$ cat src/rtl/axis_frame_fifo_ex.sv
// axis_frame_fifo_ex: AXI-Stream frame FIFO with commit/rollback.
// A frame becomes visible to the read side only when its tlast is accepted
// with tuser=0. Bad frames (tuser=1), frames larger than the storage, and
// (with DROP_WHEN_FULL=1) frames that do not fit are rolled back and never
// reach the output.
// Optional status pulses (good_frame/bad_frame/overflow) are built only when
// the macro AXIS_FRAME_FIFO_EX_STATUS_EN is defined; otherwise they are tied 0.
module axis_frame_fifo_ex #(
  parameter int ADDR_WIDTH     = 4,
  parameter int DATA_WIDTH     = 8,
  parameter int KEEP_WIDTH     = (DATA_WIDTH+7)/8,
  parameter int DROP_WHEN_FULL = 0
) (
  input  logic                  clk,
  input  logic                  rst_n,
  input  logic [DATA_WIDTH-1:0] input_axis_tdata,
  input  logic [KEEP_WIDTH-1:0] input_axis_tkeep,
  input  logic                  input_axis_tvalid,
  output logic                  input_axis_tready,
  input  logic                  input_axis_tlast,
  input  logic                  input_axis_tuser,
  output logic [DATA_WIDTH-1:0] output_axis_tdata,
  output logic [KEEP_WIDTH-1:0] output_axis_tkeep,
  output logic                  output_axis_tvalid,
  input  logic                  output_axis_tready,
  output logic                  output_axis_tlast,
  output logic [ADDR_WIDTH:0]   frame_count,
  output logic                  overflow,
  output logic                  bad_frame,
  output logic                  good_frame
);

  localparam int DEPTH = 1 << ADDR_WIDTH;

  typedef logic [ADDR_WIDTH:0] ptr_t;

  typedef struct packed {
    logic                  tlast;
    logic [KEEP_WIDTH-1:0] tkeep;
    logic [DATA_WIDTH-1:0] tdata;
  } beat_t;

  beat_t mem [DEPTH];

  ptr_t  wr_ptr, wr_ptr_next;          // committed frames end here
  ptr_t  wr_ptr_cur, wr_ptr_cur_next;  // in-progress frame end
  ptr_t  rd_ptr;
  logic  dropping, dropping_next;
  beat_t beat_in;
  beat_t out_beat;
  logic  out_valid;

  logic  empty, full_cur, oversize, tready_bp;
  logic  accept, wr_en, commit, rd_en, load_out, sent_last;

  assign beat_in  = {input_axis_tlast, input_axis_tkeep, input_axis_tdata};

  assign empty    = (wr_ptr == rd_ptr);
  assign full_cur = ((wr_ptr_cur - rd_ptr) == ptr_t'(DEPTH));
  // The in-progress frame alone occupies all of storage: it can never commit,
  // so it must be swallowed rather than back-pressured (otherwise deadlock).
  assign oversize = full_cur & (wr_ptr == rd_ptr);

  // Back-pressure only while a fitting frame waits for the reader to drain.
  assign tready_bp         = rst_n & (~full_cur | dropping | oversize);
  assign input_axis_tready = (DROP_WHEN_FULL != 0) ? 1'b1 : tready_bp;

  assign accept = input_axis_tvalid & input_axis_tready;

  // Write side: store, commit, roll back or enter/leave drop mode.
  always_comb begin
    wr_en           = 1'b0;
    commit          = 1'b0;
    wr_ptr_next     = wr_ptr;
    wr_ptr_cur_next = wr_ptr_cur;
    dropping_next   = dropping;
    if (accept) begin
      if (dropping || full_cur) begin
        // With back-pressure on, full_cur is only accepted when oversize.
        dropping_next = 1'b1;
        if (input_axis_tlast) begin
          wr_ptr_cur_next = wr_ptr;
          dropping_next   = 1'b0;
        end
      end else begin
        wr_en           = 1'b1;
        wr_ptr_cur_next = wr_ptr_cur + 1'b1;
        if (input_axis_tlast) begin
          if (input_axis_tuser) begin
            wr_ptr_cur_next = wr_ptr;
          end else begin
            wr_ptr_next = wr_ptr_cur + 1'b1;
            commit      = 1'b1;
          end
        end
      end
    end
  end

  // Storage array is deliberately not reset.
  always_ff @(posedge clk) begin
    if (wr_en) mem[wr_ptr_cur[ADDR_WIDTH-1:0]] <= beat_in;
  end

  // Write-side pointer and drop-state registers.
  always_ff @(posedge clk) begin
    if (!rst_n) begin
      wr_ptr     <= '0;
      wr_ptr_cur <= '0;
      dropping   <= 1'b0;
    end else begin
      wr_ptr     <= wr_ptr_next;
      wr_ptr_cur <= wr_ptr_cur_next;
      dropping   <= dropping_next;
    end
  end

  // Output register refills whenever it is empty or being consumed.
  assign load_out  = output_axis_tready | ~out_valid;
  assign rd_en     = load_out & ~empty;
  assign sent_last = out_valid & output_axis_tready & out_beat.tlast;

  // Read pointer and registered output stage.
  always_ff @(posedge clk) begin
    if (!rst_n) begin
      rd_ptr    <= '0;
      out_beat  <= '0;
      out_valid <= 1'b0;
    end else begin
      if (load_out) out_valid <= ~empty;
      if (rd_en) begin
        out_beat <= mem[rd_ptr[ADDR_WIDTH-1:0]];
        rd_ptr   <= rd_ptr + 1'b1;
      end
    end
  end

  // Committed-but-not-fully-sent frame counter.
  always_ff @(posedge clk) begin
    if (!rst_n) begin
      frame_count <= '0;
    end else begin
      case ({commit, sent_last})
        2'b10:   frame_count <= frame_count + 1'b1;
        2'b01:   frame_count <= frame_count - 1'b1;
        default: frame_count <= frame_count;
      endcase
    end
  end

  assign output_axis_tdata  = out_beat.tdata;
  assign output_axis_tkeep  = out_beat.tkeep;
  assign output_axis_tlast  = out_beat.tlast;
  assign output_axis_tvalid = out_valid;

`ifdef AXIS_FRAME_FIFO_EX_STATUS_EN
  logic bad_evt, ovf_evt;
  assign bad_evt = accept & ~dropping & ~full_cur & input_axis_tlast & input_axis_tuser;
  assign ovf_evt = accept & (dropping | full_cur) & input_axis_tlast;

  // One-cycle status pulses, registered from the write-side events.
  always_ff @(posedge clk) begin
    if (!rst_n) begin
      good_frame <= 1'b0;
      bad_frame  <= 1'b0;
      overflow   <= 1'b0;
    end else begin
      good_frame <= commit;
      bad_frame  <= bad_evt;
      overflow   <= ovf_evt;
    end
  end
`else
  assign good_frame = 1'b0;
  assign bad_frame  = 1'b0;
  assign overflow   = 1'b0;
`endif

endmodule

$ cat config.mk
export PLATFORM = sky130hd
export DESIGN_NAME = axis_frame_fifo_ex
export DESIGN_NICKNAME = d
export VERILOG_FILES = /design/src/rtl/axis_frame_fifo_ex.sv
export SDC_FILE = /design/constraint.sdc
export NUM_CORES = 1
export LEC_CHECK = 0
export ABC_AREA = 0
export BUFFER_PORTS_ARGS = -buffer_cell sky130_fd_sc_hd__buf_2
export CAP_MARGIN = 20
export CORE_MARGIN = 2
export CORE_UTILIZATION = 55
export CTS_CLUSTER_DIAMETER = 200
export CTS_CLUSTER_SIZE = 8
export DETAILED_ROUTE_END_ITERATION = 7
export GPL_TIMING_DRIVEN = 0
export PLACE_DENSITY_LB_ADDON = 0.25
export SLEW_MARGIN = 20
export SYNTH_ARGS = -nofsm -noshare
export SYNTH_HDL_FRONTEND = slang
export SYNTH_SLANG_ARGS = --single-unit
$ cat constraint.sdc
create_clock -name clk -period 4.1 [get_ports clk]
set_clock_uncertainty 0.15 [all_clocks]
set_input_delay 0.41 -clock clk [delete_from_list [all_inputs] [get_ports clk]]
set_output_delay 0.41 -clock clk [all_outputs]
set_load 0.005 [all_outputs]
==> flow_metrics.tcl <==
set metrics [dict create \
    status "finished, final reports clean" \
    ys.flop_type "edfxtp_1" \
    fin_nets 538 \
    r2r-end "frame_count[4]" \
    intPower_uw 3390 \
    drt-initial-drc-count 414 \
    synth_cells 452 \
    finalCriticalPeriod_ns 3.89 \
    worst_hold_path_type "in2reg" \
    drt_pass1_iterations 5 \
    insertion_delay_ns 0.43 \
    arrival_ns 4.10 \
    coreArea_mm2 0.0140 \
    gr-total-overflow 0 \
    yosys-top-cells-area "edfxtp_1 61%, mux4_2 14%, dfxtp_1 8.1%" \
    syn2layout_area_growth_pct 12.9 \
    cts.htree.levels 4 \
    fp.dieW_um 124 \
    rsz0062_at_grt "false" \
    whs_ns 0.138 \
    synth-seq-cells 192 \
    place_area_mm2 0.00837 \
    grt_pass1_vias 4093 \
    antenna_found_initial 0 \
    p_per_area_mw_per_mm2 513 \
    rrSetupSlack_ns 0.21 \
    worstPathMaxFanout 10 \
    finalPower_uw 4590 \
    grt_util_met3 0.0485 \
    std_cell_rows 43 \
    grt_max_degree 22 \
    syn-mean-instance-area_um2 17.5 \
    clock_path_buffers 2 \
    final_core_util 0.639 \
    tightest_slew_ns 1.13 \
    drc 0 \
    drv_cap 0 \
    final_area_mm2 0.00894 \
    synth.top_cell.area_share 0.606 \
    grt_busiest_layer "met2" \
    slew_headroom 0.241 \
    drt-total-wl_mm 15.7 \
    ir_drop_v 0.000326 \
    num_vias 4174 \
    grt_pass1_wl_mm 23.7 \
    numPortBuffers 30 \
    p_comb_frac 0.175 \
    final_layout_size_suffix_gt1_frac 0.272 \
    final-max-slew-violation-count 0 \
    switching_power_uw 1200 \
    fill_cells 1016 \
    cts_root_buf "clkbuf_16" \
    die-area_mm2 0.0154 \
    ys_seq_area_frac 0.687 \
    num_io_pins 35 \
    hold_viol_final 0 \
    cp-endpoint "frame_count[4]" \
    cts.clk_slew.worst_paths_ns 0.07 \
    cts.sinks 192 \
    fmax_ghz 0.257 \
    ys_warn_count 0 \
    gr-usage-met1 0.306 \
    antenna_cells 0 \
    hold_buffers 0 \
    yosys.cell_types.count 44 \
    start_util 0.566 \
    avgViaCountPerCell 5.95 \
    detail-route-antenna-nets 0 \
    r2r-start "rd_ptr[3]" \
    critPathLaunchType "register" \
    crit_type "reg2reg" \
    fp.dieH_um 124 \
    cts_tree "yes" \
    fin_crit_sh 0.949 \
    setup_tns_ns 0 \
    setup_viol 0 \
    yosysMostFrequentCell "edfxtp_1" \
    wl_per_cell_um 22.4 \
    pwr-share-clk 0.338 \
    p_seq_frac 0.487 \
    async_flop_share 0 \
    met2_usage 0.353 \
    place_congestion 0.870 \
    dp_hpwl_mm 10.7 \
    p_leak_uw 0.00306 \
    syn_area_mm2 0.00792 \
    reg2reg_depth 15 \
    yosys-top-cells-count "160 x edfxtp_1, 50 x mux4_2, 36 x nor2_1" \
    synth.largest_area_cell "edfxtp_1" \
    synth-edff-count 160 \
    swShare 0.261 \
    crit_path_start "rd_ptr[3]" \
    grt_util_all_layers 0.221 \
    setup.worst_path.end_class "register" \
    cts_buffers 17 \
    required_ns 4.31 \
]
==> power by group through the flow <==
stage	logic (µW)	registers (µW)	clock network, µW
floorplan	569	2270	0
global placement	783	2270	0
detailed placement	804	2270	0
CTS	807	2230	1570
global route	872	2240	1640
finish	804	2230	1550
==> cell type report <==
class	count	area, µm²	area share
buffer	23	138	0.0154
clock buffer	20	457	0.0511
clock inverter	12	104	0.0116
inverter	15	56.3	0.00630
multi-input combinational	222	2330	0.260
sequential	192	5450	0.609
tap	180	225	0.0252
timing repair buffer	38	190	0.0213
==> worst min-delay path by stage <==
| stage | startpoint | endpoint | slack, ns | depth (start not counted) |
|---|---|---|---|---|
| 6_report | output_axis_tready | output_axis_tvalid | 0.14 | 4 |
| 5_1_grt | output_axis_tready | output_axis_tvalid | 0.15 | 4 |
| 4_1_cts | output_axis_tready | output_axis_tvalid | 0.13 | 4 |
| 3_5_place_dp | output_axis_tdata[1] | output_axis_tdata[1] | 0.33 | 2 |
| 3_3_place_gp | frame_count[4] | frame_count[4] | 0.32 | 2 |
| 2_1_floorplan | wr_ptr_cur[4] | wr_ptr_cur[4] | 0.32 | 2 |
==> state kept, by name, summed over array words and instances, names as in the netlist <==
| register | cells |
|---|---|
| output_axis_tvalid | 1 |
| wr_ptr | 5 |
| output_axis_tlast | 1 |
| dropping | 1 |
| mem | 160 |
| output_axis_tdata | 8 |
| wr_ptr_cur | 5 |
| rd_ptr | 5 |
| frame_count | 5 |
| output_axis_tkeep | 1 |
==> layer usage <==
layer,wire (µm),part of all wire,vias up
met4,212,0.014,0
met1,6990,0.45,2115
li1,-,-,1888
met5,0,0,-
met2,7570,0.48,152
met3,923,0.059,19
==> cell families after synthesis <==
family | Yosys count | share of synthesized area
xor gates and xnor gates | 17 | 0.0188
and+or+nand+nor | 84 | 0.0520
AOI/OAI and AO/OA | 39 | 0.0325
DFF | 192 | 0.687
adders and majority gates | 14 | 0.0231
other | 1 | 0.000473
buffers and inverters | 40 | 0.0248
muxes | 65 | 0.161
==> cell usage in the layout, fill, tap and decap left out, types with 3 or more instances in the layout <==
master      instances
ha_1               12
nand2_1            11
and2_1              9
inv_1              15
clkbuf_16          17
xnor2_1             6
xor2_1             11
clkinvlp_4          5
nand3_1             6
nor4_2              3
clkbuf_1           10
and3_1              3
nor3_1              3
mux4_2             50
mux2i_1            15
nor2_1             35
conb_1              3
a21oi_1            16
buf_4               9
o21ai_0             7
buf_2              40
edfxtp_1          160
or3_1               3
dfxtp_1            32
==> metrics by stage <==
step	cells	setup slack [ns]
finish	702	0.208
CTS	702	0.0921
global route	702	0.0143
floorplan	454	0.349
global placement	664	-0.722
detailed placement	672	-0.410
==> critical path, cell delays in order (launching register included) <==
cell and delay, ns:
dfxtp_1 0.44, inv_1 0.14, buf_4 0.23, ha_1 0.34, a211o_1 0.34, a211o_1 0.39
nand4_4 0.21, ha_2 0.26, inv_1 0.09, fa_1 0.41, inv_1 0.07, a21o_1 0.11
a21oi_1 0.07, xnor2_1 0.14, or3_1 0.31, a21oi_1 0.14
==> repair_timing <==
| item | CTS | global route |
|---|---|---|
| setup endpoints to repair | 3 | 1 |
| buffers inserted | 0 | 0 |
| resized for setup | 2 | 2 |
| pin swaps | 0 | 0 |
Power figures use the tool's default switching activity.
